## config.mk

```make
export PLATFORM = sky130hd
export DESIGN_NAME = keypad_scanner_flat
export DESIGN_NICKNAME = d
export VERILOG_FILES = /design/src/rtl/keypad_scanner_if.sv /design/src/rtl/keypad_scanner.sv /design/src/flat_wrapper.sv
export SDC_FILE = /design/constraint.sdc
export NUM_CORES = 1
export LEC_CHECK = 0
export ABC_CLOCK_PERIOD_IN_PS = 10300
export BUFFER_PORTS_ARGS = -buffer_cell sky130_fd_sc_hd__buf_4
export CORE_MARGIN = 4
export CORE_UTILIZATION = 50
export DETAILED_ROUTE_END_ITERATION = 10
export GPL_ROUTABILITY_DRIVEN = 0
export PLACE_DENSITY_LB_ADDON = 0.1
export RECOVER_POWER = 100
export SLEW_MARGIN = 20
export SYNTH_ARGS = -nofsm -noshare
export SYNTH_HDL_FRONTEND = slang
export SYNTH_SLANG_ARGS = --single-unit
```

## constraint.sdc

```tcl
create_clock -name clk -period 10.3 [get_ports clk]
set_input_delay 2.06 -clock clk [delete_from_list [all_inputs] [get_ports clk]]
set_output_delay 2.06 -clock clk [all_outputs]
set_load 0.01 [all_outputs]
```

## src/rtl/keypad_scanner_if.sv

```systemverilog
// rtl/keypad_scanner_if.sv - keypad pin and key-event bundle for the keypad scanner
interface keypad_scanner_if;
  logic [3:0] col_in;
  logic [3:0] row_out;
  logic [3:0] key_code;
  logic       key_valid;
  logic       key_held;
  logic       multi_key;

  modport master (
    output col_in,
    input  row_out, key_code, key_valid, key_held, multi_key
  );

  modport slave (
    input  col_in,
    output row_out, key_code, key_valid, key_held, multi_key
  );
endinterface

```

## src/rtl/keypad_scanner.sv

```systemverilog
// rtl/keypad_scanner.sv - 4x4 active-low keypad row scanner with whole-frame debounce
module keypad_scanner #(
  parameter int SCAN_CYCLES    = 250_000,
  parameter int DEBOUNCE_SCANS = 4
) (
  input  logic              clk,
  input  logic              rst_n,
  keypad_scanner_if.slave   kp
);
  localparam int             CW        = (SCAN_CYCLES > 1) ? $clog2(SCAN_CYCLES) : 1;
  localparam logic [CW-1:0]  SLOT_LAST = CW'(SCAN_CYCLES - 1);
  localparam logic [3:0]     DB        = 4'(DEBOUNCE_SCANS);

  typedef enum logic [1:0] {IDLE, PRESSED, MULTI, WAIT_REL} state_t;
  typedef enum logic [1:0] {CLS_NONE, CLS_ONE, CLS_MULTI} cls_t;

  logic [3:0]    col_s1_q, col_s1_d, col_s2_q, col_s2_d;
  logic [CW-1:0] slot_q, slot_d;
  logic [1:0]    row_idx_q, row_idx_d;
  logic [15:0]   snapshot_q, snapshot_d;
  cls_t          prev_cls_q, prev_cls_d;
  logic [3:0]    prev_code_q, prev_code_d;
  logic [3:0]    stable_cnt_q, stable_cnt_d;
  state_t        state_q, state_d;
  logic [3:0]    key_code_q, key_code_d;
  logic          key_valid_q, key_valid_d;
  logic          key_held_q, key_held_d;
  logic          multi_key_q, multi_key_d;

  logic          sample, frame_end, same, accept;
  logic [4:0]    ones;
  logic [3:0]    code;
  cls_t          cls;
  logic [3:0]    cnt_next;

  always_comb begin
    col_s1_d     = kp.col_in;
    col_s2_d     = col_s1_q;
    sample       = (slot_q == SLOT_LAST);
    frame_end    = sample && (row_idx_q == 2'd3);
    slot_d       = sample ? '0 : slot_q + 1'b1;
    row_idx_d    = sample ? row_idx_q + 2'd1 : row_idx_q;
    snapshot_d   = snapshot_q;
    if (sample) snapshot_d[{row_idx_q, 2'b00} +: 4] = ~col_s2_q;

    // The last row is merged combinationally so the frame is classified on its own sample cycle.
    ones = '0;
    code = '0;
    for (int i = 0; i < 16; i++) begin
      if (snapshot_d[i]) begin
        ones = ones + 5'd1;
        code = 4'(i);
      end
    end
    cls = (ones == 5'd0) ? CLS_NONE : (ones == 5'd1) ? CLS_ONE : CLS_MULTI;

    same     = (cls == prev_cls_q) && ((cls != CLS_ONE) || (code == prev_code_q));
    cnt_next = same ? ((stable_cnt_q == DB) ? DB : stable_cnt_q + 4'd1) : 4'd1;
    accept   = frame_end && (cnt_next == DB) && !(same && (stable_cnt_q == DB));

    stable_cnt_d = frame_end ? cnt_next : stable_cnt_q;
    prev_cls_d   = frame_end ? cls : prev_cls_q;
    prev_code_d  = frame_end ? code : prev_code_q;

    state_d     = state_q;
    key_code_d  = key_code_q;
    key_valid_d = 1'b0;
    key_held_d  = key_held_q;
    multi_key_d = multi_key_q;
    if (accept) begin
      unique case (state_q)
        IDLE: begin
          if (cls == CLS_ONE) begin
            state_d     = PRESSED;
            key_code_d  = code;
            key_valid_d = 1'b1;
            key_held_d  = 1'b1;
          end else if (cls == CLS_MULTI) begin
            state_d     = MULTI;
            multi_key_d = 1'b1;
          end
        end
        PRESSED: begin
          if (cls == CLS_NONE) begin
            state_d    = IDLE;
            key_held_d = 1'b0;
          end else if (cls == CLS_MULTI || code != key_code_q) begin
            // No rollover: a second key only parks us until everything is released.
            state_d     = WAIT_REL;
            key_held_d  = 1'b0;
            multi_key_d = (cls == CLS_MULTI);
          end
        end
        MULTI: begin
          if (cls == CLS_NONE) begin
            state_d     = IDLE;
            multi_key_d = 1'b0;
          end
        end
        WAIT_REL: begin
          if (cls == CLS_NONE) state_d = IDLE;
          multi_key_d = (cls == CLS_MULTI);
        end
        default: state_d = IDLE;
      endcase
    end
  end

  always_ff @(posedge clk or negedge rst_n) begin
    if (!rst_n) begin
      col_s1_q     <= 4'hF;
      col_s2_q     <= 4'hF;
      slot_q       <= '0;
      row_idx_q    <= 2'd0;
      snapshot_q   <= '0;
      prev_cls_q   <= CLS_NONE;
      prev_code_q  <= '0;
      stable_cnt_q <= '0;
      state_q      <= IDLE;
      key_code_q   <= '0;
      key_valid_q  <= 1'b0;
      key_held_q   <= 1'b0;
      multi_key_q  <= 1'b0;
    end else begin
      col_s1_q     <= col_s1_d;
      col_s2_q     <= col_s2_d;
      slot_q       <= slot_d;
      row_idx_q    <= row_idx_d;
      snapshot_q   <= snapshot_d;
      prev_cls_q   <= prev_cls_d;
      prev_code_q  <= prev_code_d;
      stable_cnt_q <= stable_cnt_d;
      state_q      <= state_d;
      key_code_q   <= key_code_d;
      key_valid_q  <= key_valid_d;
      key_held_q   <= key_held_d;
      multi_key_q  <= multi_key_d;
    end
  end

  assign kp.row_out   = ~(4'b0001 << row_idx_q);
  assign kp.key_code  = key_code_q;
  assign kp.key_valid = key_valid_q;
  assign kp.key_held  = key_held_q;
  assign kp.multi_key = multi_key_q;
endmodule

```

## src/flat_wrapper.sv

```systemverilog
// flat-port wrapper written by rule: the top's interface ports become plain ports
module keypad_scanner_flat 
#(
  parameter int SCAN_CYCLES    = 250_000,
  parameter int DEBOUNCE_SCANS = 4
)
  (clk, rst_n, kp_col_in, kp_row_out, kp_key_code, kp_key_valid, kp_key_held, kp_multi_key);
  keypad_scanner_if kp_i ();
  input  logic clk;
  input  logic rst_n;
  input wire logic [$bits(kp_i.col_in)-1:0] kp_col_in;
  output wire logic [$bits(kp_i.row_out)-1:0] kp_row_out;
  output wire logic [$bits(kp_i.key_code)-1:0] kp_key_code;
  output wire logic [$bits(kp_i.key_valid)-1:0] kp_key_valid;
  output wire logic [$bits(kp_i.key_held)-1:0] kp_key_held;
  output wire logic [$bits(kp_i.multi_key)-1:0] kp_multi_key;
  assign kp_i.col_in = kp_col_in;
  assign kp_row_out = kp_i.row_out;
  assign kp_key_code = kp_i.key_code;
  assign kp_key_valid = kp_i.key_valid;
  assign kp_key_held = kp_i.key_held;
  assign kp_multi_key = kp_i.multi_key;
  keypad_scanner #(.SCAN_CYCLES(SCAN_CYCLES), .DEBOUNCE_SCANS(DEBOUNCE_SCANS)) u_core (.clk(clk), .rst_n(rst_n), .kp(kp_i));
endmodule
```

==> metrics.md, run 1 <==
| Metric | Value |
|---|---|
| Run status | completed |
| Met1 Use GR | 0.301 |
| Number of buffers inserted during clock tree synthesis | 9 |
| Pwr Density | between 70 and 80 mW/mm^2 |
| Final worst path period need | approximately 10 ns |
| Mapped Nets | ~640 |
| Most used DFF post-synth | dfrtp_1 |
| Sum of overflow across all layers after global routing | 0 |
| Clock Sinks | 63 |
| Global-route track usage on met2 | 0.366 |
| Via count of the first global-routing pass | ~4700 |
| Wirelength per Cell | 16.9 um |
| Transition at the pin with the smallest max-transition slack | 1.12 ns |
| Overall die width | roughly 110 um |
| Number of placement rows | 37 |
| Vias per std cell | 5.73 |
| Clock tree from TritonCTS | done |
| Switching Share | 0.229 |
| Normalized max-slew margin | 0.235 |
| Leakage power of the design | 3.06 nW |
| Final routed DRC violation total | 0 |
| Met3 Track Usage GR | 0.0284 |
| Clock Skew | 0.0131 ns |
| Total die area | ~0.012 mm^2 |
| Die boundary height | 111 um |
| Layout fillers | between 800 and 900 |
| All-layer global routing usage | 0.221 |
| Arithmetic-cell share of the synthesized area counting full adders, half adders and majority gates | 0.0494 |
| Skew-Pair Late Insertion Delay | approximately 0.34 ns |
| Number of distinct library cells after synthesis | 84 |
| Placed standard-cell area | about 0.0059 mm^2 |
| Yosys Warn Count | 0 |
| Type of the worst min-delay path | reg -> reg |
| Worst path buffer plus inverter count | 7 |
| Main combinational cell family by area after synthesis | simple AND/OR/NAND/NOR gates |
| Cell type group with the largest total delay on the critical path | adder cells |
| Final routed wirelength across all metal layers | 14000 um |
| Fin crit share | 0.997 |
| Largest cells by area after synthesis | dfrtp_1 26%, xnor2_1 5.3%, nand2_1 5.2% |
| Post-synth top cells | 73 x nand2_1, 55 x dfrtp_1, 48 x nor2_1 |
| Pin count of the biggest net entering global routing | 64 |
| Startpoint kind of the worst setup timing path | flop |
| Total count of hold-check failures in the final report | 0 |
| Net Sw Power | 0.111 mW |
| Setup repair after global routing missed its margin | true |
| Detailed Place HPWL | 10000 um |
| Mean cell area of the mapped netlist | between 8 and 9 um^2 |
| Mux contribution to synthesized area | 0.0600 |
| Max_cap viols | 0 |
| Critical path class | reg -> reg |
| Proportion of netlist area held by the largest area contributor | 0.259 |
| Cell Int Power | between 0.3 and 0.4 mW |
| #FFs+latches synth | 63 |
| Final Max Tran Viols | 0 |
| Basic-gate share of the synthesized area counting and, or, nand and nor cells | 0.249 |
| Netlist Area Pre-Place | 0.00531 mm^2 |
| ANT nets after route | 0 |
| Clock root buffer master | clkbuf_8 |
| Cell mode on critical path | ha_4 |
| Ys async rst share | 1.00 |
| Number of antenna cells inserted | 0 |
| First-pass GRT wire length | 22600 um |
| Worst path max stage delay | around 0.40 ns |
| Worst EP arrival | 10.49 ns |
| Cell with the most instances after synthesis | nand2_1 |
| Compound-cell area share of the yosys netlist | 0.159 |
| Number of levels in the clock H-tree | 3 |
| Peak supply drop | 0.0000832 V |
| Fraction of final layout cells with drive strength greater than 1 | 0.313 |
| Count of final setup violators | 0 |
| Layout overhead on the synthesized area | 25.2% |
| Global-route layer with the greatest usage | met2 |
| Synthesized instance count | 610 |
| EDFF count, synth | 0 |
| Total non-filler cell area in the finished layout | approximately 0.0067 mm^2 |
| Initial cell density of the core | 0.515 |
| Number of DRC violations after detailed-routing iteration 0 | a little under 300 |
| Sequential cell area fraction in the yosys report | 0.299 |
| Combinational Power Share | 0.018 |
| Overall via count from detail_route | 4774 |
| Number of buffer cells added on primary ports | 16 |
| Detailed-routing iteration count for the pre-antenna-repair pass | 7 |
| CP required | between 10 and 15 ns |
| Fraction of power consumed by sequential logic | 0.525 |
| Crit path capture type | flop |
| Final layout net count | 719 |
| Longest Clk Path Bufs | 2 |
| Boundary Pins | 17 |
| Worst-path clk slew | around 0.080 ns |
| Standard cell core area | ~0.010 mm^2 |
| Antenna violations before repair | 0 |
| Highest fanout seen on the critical path | 5 |
| Largest area contributor in the synthesized netlist | dfrtp_1 |
| Maximum clock rate | 97.4 MHz |
| Final Util | 0.645 |
| Synthesized-area fraction occupied by xor and xnor cells | 0.142 |
| Part of the total power dissipated in the clock network | 0.457 |
| Library cell contributing the largest single delay on the critical path | or3_4 |
cells in the final DEF (no fill, tap or decap), drive strengths merged, types with 12 or more instances in the layout:
cell / instances
dfrtp: 55
nand2: 73
mux2i: 12
a21oi: 30
nand4: 14
o21ai: 29
inv: 38
mux2: 16
nand3: 29
or3: 14
xnor2: 42
nor3: 14
buf: 85
xor2: 25
nor2: 52
ha: 21
power groups by stage:
stage	logic (mW)	registers [mW]	clock network, mW
after floorplan	0.00341	0.255	0
after global placement	0.00895	0.258	0
after detailed placement	0.00912	0.258	0
after CTS	0.00915	0.253	0.226
after global routing	0.0102	0.253	0.239
final	0.00869	0.253	0.221
layer usage:
metal / up-vias / share of wire
met1: 2299 / 0.46
li1: 2347 / -
met2: 106 / 0.48
met3: 22 / 0.032
met4: 0 / 0.022
met5: - / 0
cells by family (layout without fill, tap and decap cells):
family | Yosys count | in the layout
buffers and inverters | 53 | 140
AOI/OAI and AO/OA | 124 | 124
and+or+nand+nor | 251 | 251
DFF | 63 | 63
adders and majority gates | 21 | 21
muxes | 28 | 28
xor gates and xnor gates | 70 | 70
worst reg2reg max path, delay by kind of cell (launching register included):
family,cells,cell delay (ns)
adder cells (fa/ha/maj),14,3.67
AND/OR/NAND/NOR,19,2.66
AO/OA/AOI/OAI,12,1.63
multiplexers,3,0.83
buffers and inverters,7,0.67
flip-flops,1,0.38
XOR/XNOR,2,0.29
per-stage QoR:
| stage | cells | TNS [ns] | hold slack [ns] | power (mW) | worst slack, ns |
|---|---|---|---|---|---|
| finish | 833 | 0 | 0.357 | 0.482 | 0.0318 |
| global route | 833 | -4.32 | 0.362 | 0.502 | -0.399 |
| CTS | 819 | 0 | 0.357 | 0.488 | 0.00254 |
| detailed placement | 784 | -2.81 | 0.347 | 0.267 | -0.315 |
| global placement | 784 | 0 | 0.347 | 0.267 | 0.0578 |
| floorplan | 610 | -0.796 | 0.345 | 0.259 | -0.179 |
path summary, 6_finish.rpt:
| kind | startpoint | to | slack (ns) | cells past startpoint |
|---|---|---|---|---|
| min in group asynchronous | rst_n | u_core.slot_q[3] | 1.81 | 1 |
| min reg2reg | u_core.col_s1_q[2] | u_core.col_s2_q[2] | 0.36 | 0 |
| max reg2reg | u_core.slot_q[5] | u_core.kp.key_code[1] | 0.03 | 57 |
| max in group asynchronous | rst_n | u_core.snapshot_q[10] | 7.97 | 1 |
| max | u_core.slot_q[5] | u_core.kp.key_code[1] | 0.03 | 57 |
| min | u_core.col_s1_q[2] | u_core.col_s2_q[2] | 0.36 | 0 |
registers in the layout, indices dropped and copies added, names as in the netlist:
signal               cells
u_core.slot_q           18
u_core.snapshot_q       16
u_core.col_s1_q          4
u_core.col_s2_q          4
u_core.kp.key_code       4
u_core.prev_code_q       4
u_core.stable_cnt_q      4
u_core.prev_cls_q        2
u_core.row_idx_q         2
u_core.state_q           2
u_core.kp.key_held       1
u_core.kp.key_valid      1
u_core.kp.multi_key      1
timing repair:
action	CTS	global route
setup buffers	19	14
setup endpoints to repair	13	15
pin swaps	21	38
resized for setup	13	47
hold buffers	0	0
cell type report:
class	count	area, um^2	share of cell area
timing repair buffer	86	649	0.0976
inverter	38	143	0.0214
clock buffer	10	138	0.0207
tap	136	170	0.0256
multi-input combinational	494	3900	0.586
clock inverter	6	67.6	0.0102
sequential	63	1590	0.238
Power figures use the tool's default switching activity.
==> run 2, diff against run 1 <==
--- a/config.mk
+++ b/config.mk
@@ -11,7 +11,7 @@
 export CORE_UTILIZATION = 50
 export DETAILED_ROUTE_END_ITERATION = 10
 export GPL_ROUTABILITY_DRIVEN = 0
-export PLACE_DENSITY_LB_ADDON = 0.1
+export PLACE_DENSITY = 0.69
 export RECOVER_POWER = 100
 export SLEW_MARGIN = 20
 export SYNTH_ARGS = -nofsm -noshare
==> run 2 against run 1 <==
Net effect:
- fmax decreased by 0.16%
- count of clock-buffer cells in the layout up 1
- routed wire length decreased by 0.80%
- setup slack worse by 0.016 ns
- flip-flop and latch count unchanged
- critical path depth shrank 1
- global-route usage barely moved
- critical path type unchanged
- highest routed layer unchanged
==> metrics.md, run 2 (synthesis results as in run 1) <==
| Metric | Value |
|---|---|
| Number of buffer cells added on primary ports | 16 |
| Number of cells on the worst hold path | 0 |
| Final routed wirelength across all metal layers | 13900 um |
| Placed cell count | between 700 and 800 |
| Final worst path period need | between 10 and 15 ns |
| Layout fillers | 823 |
| Standard cell core area | 0.0103 mm^2 |
| Total count of hold-check failures in the final report | 0 |
| Total power | around 0.48 mW |
| Worst path max stage delay | ~0.56 ns |
| Clock Skew | roughly 0.016 ns |
| Sum of overflow across all layers after global routing | 0 |
| Endpoint of the most critical register-to-register path | u_core.kp.key_code[3] |
| Number of DRC violations after detailed-routing iteration 0 | roughly 320 |
| Switching Share | 0.227 |
| Detailed Place HPWL | 9790 um |
| Clock tree from TritonCTS | done |
| Detailed-routing iteration count for the pre-antenna-repair pass | 7 |
| Flip-flop count of the largest register after layout | 18 |
| Vias per std cell | slightly below 6 |
| Startpoint kind of the worst setup timing path | flop |
| Critical path class | reg -> reg |
| Setup repair after global routing missed its margin | true |
| Leakage power of the design | 3.03 nW |
| Peak supply drop | 0.0000984 V |
| Worst Hold Path EP | u_core.col_s2_q[0] |
| Library cell contributing the largest single delay on the critical path | or4b_4 |
| Clock root buffer master | clkbuf_8 |
| Final routed DRC violation total | 0 |
| Overall die width | around 110 um |
| Most common library cell in the layout ignoring fill and taps | buf_4 |
| Hold slack final | between 0.3 and 0.4 ns |
| Crit path capture type | flop |
| Run status | completed |
| Final Max Tran Viols | 0 |
| Highest-count cells in the layout ignoring fill and taps | 74 x buf_4, 65 x nand2_1, 55 x dfrtp_1 |
| Number of cells on the worst reg-to-reg path | 56 |
| Skew-Pair Late Insertion Delay | 0.35 ns |
| Pin count of the biggest net entering global routing | 64 |
| Die boundary height | 111 um |
| Highest fanout seen on the critical path | 5 |
| Longest Clk Path Bufs | 2 |
| Worst EP arrival | ~11 ns |
| Via count of the first global-routing pass | ~4700 |
| Initial cell density of the core | 0.515 |
| Register bank with the most flops | u_core.slot_q |
| Largest registers | u_core.slot_q: 18 flops, u_core.snapshot_q: 16 flops |
| Number of levels in the clock H-tree | 3 |
| Boundary Pins | 17 |
| Count of final setup violators | 0 |
| Cell Int Power | 0.371 mW |
| Fin crit share | 0.998 |
| Non-filler cells, final | about 830 |
| Fraction of power consumed by sequential logic | 0.528 |
| ANT nets after route | 0 |
| Number of antenna cells inserted | 0 |
| Wirelength per Cell | 16.9 um |
| Maximum clock rate | ~97 MHz |
| Type of the worst min-delay path | reg -> reg |
| Cell mode on critical path | ha_4 |
| Clock Sinks | 63 |
| CP required | around 11 ns |
| Transition at the pin with the smallest max-transition slack | around 1.1 ns |
| Overall via count from detail_route | slightly below 5000 |
| Normalized max-slew margin | 0.217 |
| Part of the total power dissipated in the clock network | 0.453 |
| Pwr Density | between 70 and 80 mW/mm^2 |
| Combinational Power Share | 0.018 |
| Layout overhead on the synthesized area | 25.1% |
| Max_cap viols | 0 |
| Fraction of final layout cells with drive strength greater than 1 | 0.310 |
| Net Sw Power | about 0.11 mW |
| Number of buffers inserted during clock tree synthesis | 9 |
| Hold-fix buffers, CTS | 0 |
| Total die area | between 0.01 and 0.015 mm^2 |
| Antenna violations before repair | 0 |
| Number of placement rows | 37 |
| Critical register-to-register path startpoint | u_core.slot_q[8] |
| Hold path startpoint | u_core.col_s1_q[0] |
| First-pass GRT wire length | roughly 23000 um |
| All-layer global routing usage | 0.220 |
| Slack of the worst reg-to-reg path | between 0.015 and 0.02 ns |
| Final layout net count | 712 |
| Worst-path clk slew | around 0.080 ns |
## run 2: how the worst max path moves through the flow
stage	startpoint	end	slack, ns
6_report	u_core.slot_q[8]	u_core.kp.key_code[3]	0.02
5_1_grt	u_core.slot_q[8]	u_core.kp.key_code[3]	-0.38
3_3_place_gp	u_core.slot_q[11]	u_core.kp.key_code[2]	0.02
2_1_floorplan	u_core.slot_q[5]	u_core.kp.key_code[2]	-0.18
3_5_place_dp	u_core.slot_q[11]	u_core.kp.key_code[1]	-0.25
4_1_cts	u_core.slot_q[6]	u_core.kp.key_code[3]	0.003
## run 2: worst max-delay path, delay by kind of cell, from the launching register on
family	cells	cell delay, ns
mux	4	1.06
buf+inv	4	0.27
simple gates	20	2.85
fa+ha+maj	14	3.52
flops	1	0.39
compound gates	14	2.05
## run 2: stage by stage
step | utilization | worst slack (ns) | instance area (um^2) | setup TNS (ns)
2_1_floorplan | - | -0.179 | 5440 | -0.796
3_3_place_gp | 0.570 | 0.0151 | 5880 | 0
3_5_place_dp | 0.570 | -0.251 | 5880 | -2.24
4_1_cts | 0.610 | 0.00342 | 6300 | 0
5_1_grt | 0.644 | -0.376 | 6650 | -4.11
6_report | 0.644 | 0.0157 | 6650 | 0
## run 2: power groups by stage
stage | Sequential, mW | Combinational [mW] | Clock (mW)
6_report | 0.253 | 0.00876 | 0.217
5_1_grt | 0.253 | 0.0102 | 0.234
4_1_cts | 0.253 | 0.00901 | 0.223
3_5_place_dp | 0.258 | 0.00900 | 0
3_3_place_gp | 0.258 | 0.00887 | 0
2_1_floorplan | 0.255 | 0.00341 | 0
## run 2: final cells by class
type / instances / area (um^2) / share of cell area
Clock inverter: 5 / 57.6 / 0.00866
Timing Repair Buffer: 79 / 612 / 0.0920
Multi-Input combinational cell: 494 / 3940 / 0.592
Clock buffer: 11 / 141 / 0.0213
Sequential cell: 63 / 1590 / 0.239
Tap cell: 136 / 170 / 0.0256
Inverter: 38 / 143 / 0.0215
## run 2: per-layer routing
metal	track usage	routed length, um	vias to the layer above
met1	0.297	6290	2379
met2	0.371	6780	130
met4	0.0592	272	0
li1	-	-	2333
met3	0.0333	590	26
met5	0	0	-
## run 2: what timing repair did
action	in CTS	in global routing
pin swaps	24	35
setup buffers	19	12
endpoints found under the hold margin	0	0
resized for setup	15	52
endpoints found under the setup margin	13	15
==> run 3, diff against run 2 <==
--- a/config.mk
+++ b/config.mk
@@ -6,12 +6,12 @@
 export NUM_CORES = 1
 export LEC_CHECK = 0
 export ABC_CLOCK_PERIOD_IN_PS = 10300
-export BUFFER_PORTS_ARGS = -buffer_cell sky130_fd_sc_hd__buf_4
+export BUFFER_PORTS_ARGS = -buffer_cell sky130_fd_sc_hd__buf_2
 export CORE_MARGIN = 4
-export CORE_UTILIZATION = 50
+export CORE_UTILIZATION = 40
 export DETAILED_ROUTE_END_ITERATION = 10
 export GPL_ROUTABILITY_DRIVEN = 0
-export PLACE_DENSITY = 0.69
+export MAX_ROUTING_LAYER = met4
 export RECOVER_POWER = 100
 export SLEW_MARGIN = 20
 export SYNTH_ARGS = -nofsm -noshare
==> run 3 against run 2 <==
Net effect:
- sequential share of layout area barely moved
- critical path depth fell by 1
- non-clock buffer count fell by 7
- highest routed layer unchanged
==> metrics.md, run 3 (synthesis results as in run 1) <==
| Metric | Value |
|---|---|
| Fraction of final layout cells with drive strength greater than 1 | 0.290 |
| Sequential cell area | approximately 0.0016 mm^2 |
| Number of antenna cells inserted | 0 |
| Switching Share | 0.215 |
| Largest registers | u_core.slot_q: 18 flops, u_core.snapshot_q: 16 flops |
| Met1 Use GR | 0.254 |
| Via count of the first global-routing pass | around 4700 |
| Multi-input logic area | 0.00388 mm^2 |
| Origin of the worst setup path | u_core.slot_q[5] |
| Crit path capture type | flop |
| Cell Int Power | 0.448 mW |
| Final routed DRC violation total | 0 |
| Slack of the worst reg-to-reg path | between 0.01 and 0.015 ns |
| Final Max Tran Viols | 0 |
| ANT nets after route | 0 |
| Number of levels in the clock H-tree | 3 |
| Max_cap viols | 0 |
| Sum of overflow across all layers after global routing | 0 |
| Library cell contributing the largest single delay on the critical path | or3_4 |
| Worst EP arrival | about 11 ns |
| Clock root buffer master | clkbuf_16 |
| Layout fillers | about 1200 |
| Overall die width | ~120 um |
| Total power | about 0.57 mW |
| Peak supply drop | around 0.00012 V |
| Run status | completed |
| Detailed-routing iteration count for the pre-antenna-repair pass | 5 |
| Number of cells on the worst hold path | 0 |
| Hold path startpoint | u_core.col_s1_q[2] |
| Hold slack final | about 0.35 ns |
| Number of DRC violations after detailed-routing iteration 0 | roughly 230 |
| Combinational Power Share | 0.015 |
| Wirelength per Cell | 15.9 um |
| Pwr Density | roughly 86 mW/mm^2 |
| All-layer global routing usage | 0.193 |
| Skew-Pair Late Insertion Delay | 0.34 ns |
| Global-route track usage on met2 | 0.306 |
| Fin crit share | 0.999 |
| Worst path max stage delay | around 0.40 ns |
| Number of buffers inserted during clock tree synthesis | 9 |
| Highest fanout seen on the critical path | 5 |
| Highest-count cells in the layout ignoring fill and taps | 68 x nand2_1, 55 x dfrtp_1, 53 x buf_4 |
| Most common library cell in the layout ignoring fill and taps | nand2_1 |
| Vias per std cell | 5.48 |
| Total die area | between 0.015 and 0.02 mm^2 |
| Overall via count from detail_route | 4687 |
| Transition at the pin with the smallest max-transition slack | 1.01 ns |
| Antenna violations before repair | 0 |
| Net Sw Power | 0.123 mW |
| Clock tree from TritonCTS | done |
| Setup repair after global routing missed its margin | true |
| Pin count of the biggest net entering global routing | 64 |
| Maximum clock rate | a little under 100 MHz |
| Worst Hold Path EP | u_core.col_s2_q[2] |
| Standard cell core area | 0.0128 mm^2 |
| Cell mode on critical path | ha_4 |
| Flip-flop count of the largest register after layout | 18 |
| Total count of hold-check failures in the final report | 0 |
| Clock Sinks | 63 |
| Register bank with the most flops | u_core.slot_q |
| Initial cell density of the core | 0.414 |
| Met3 Track Usage GR | 0.0279 |
| Clock Skew | between 0.01 and 0.015 ns |
| Global-route layer with the greatest usage | met2 |
| Normalized max-slew margin | 0.309 |
| Final worst path period need | just over 10 ns |
| Pre-CTS WS | -0.250 ns |
| Hold-fix buffers, CTS | 0 |
| Part of the total power dissipated in the clock network | 0.540 |
| Critical path class | reg -> reg |
| Longest Clk Path Bufs | 2 |
| Type of the worst min-delay path | reg -> reg |
| Layout overhead on the synthesized area | 24.9% |
| Critical register-to-register path startpoint | u_core.slot_q[5] |
| Number of placement rows | 41 |
| Die boundary height | around 120 um |
| Final routed wirelength across all metal layers | ~14000 um |
| Number of cells on the worst reg-to-reg path | 55 |
| CP required | 10.51 ns |
| Worst-path clk slew | about 0.060 ns |
| Fraction of power consumed by sequential logic | 0.445 |
| Post-route setup slack | roughly 0.015 ns |
| Number of buffer cells added on primary ports | 16 |
| First-pass GRT wire length | between 20000 and 25000 um |
| Startpoint kind of the worst setup timing path | flop |
| Leakage power of the design | approximately 3.1 nW |
| Count of final setup violators | 0 |
| Final layout net count | around 710 |
| Boundary Pins | 17 |
| Endpoint of the most critical register-to-register path | u_core.kp.key_code[2] |
| Detailed Place HPWL | slightly above 10000 um |
[run 3: per-stage QoR]
step / instances / utilization / cell area (um^2) / setup TNS, ns
3_3_place_gp: 824 / 0.464 / 5950 / 0
4_1_cts: 845 / 0.496 / 6360 / 0
3_5_place_dp: 824 / 0.464 / 5950 / -2.04
6_report: 855 / 0.517 / 6640 / 0
2_1_floorplan: 610 / - / 5440 / -0.796
5_1_grt: 855 / 0.517 / 6640 / -4.79
[run 3: power by group through the flow]
stage | clock network (mW) | logic (mW) | registers [mW]
2_1_floorplan | 0 | 0.00341 | 0.255
3_3_place_gp | 0 | 0.00882 | 0.258
3_5_place_dp | 0 | 0.00899 | 0.258
4_1_cts | 0.315 | 0.00901 | 0.253
5_1_grt | 0.326 | 0.0101 | 0.254
6_report | 0.308 | 0.00858 | 0.254
[run 3: how the worst max path moves through the flow]
stage | to | depth (start not counted)
floorplan | u_core.kp.key_code[2] | 58
global route | u_core.kp.key_code[2] | 55
finish | u_core.kp.key_code[2] | 55
CTS | u_core.kp.key_code[2] | 55
detailed placement | u_core.kp.key_code[2] | 57
global placement | u_core.kp.key_code[0] | 57
[run 3: timing repair]
item | in CTS | in global routing
gates resized for setup | 15 | 43
pin swaps | 16 | 39
endpoints found under the hold margin | 0 | 0
endpoints found under the setup margin | 13 | 15
buffers inserted | 5 | 10
[run 3: area by class of cell]
cell class	instances	area share
Sequential cell	63	0.239
Inverter	38	0.0215
Clock inverter	4	0.00830
Multi-Input combinational cell	494	0.584
Clock buffer	12	0.0371
Timing Repair Buffer	72	0.0771
Tap cell	172	0.0324
[run 3: metal layers]
| metal | vias to the layer above | routed length, um |
|---|---|---|
| met5 | - | 0 |
| met4 | 0 | 226 |
| met3 | 20 | 434 |
| met2 | 81 | 6570 |
| met1 | 2250 | 6390 |
| li1 | 2336 | - |
[run 3: critical path, delay by kind of cell, from the launching register on]
family                   cells  cell delay [ns]
multiplexers                 4             1.05
adder cells (fa/ha/maj)     13             3.35
AND/OR/NAND/NOR             20             3.17
AO/OA/AOI/OAI               13             1.77
buffers and inverters        5             0.44
flip-flops                   1             0.37
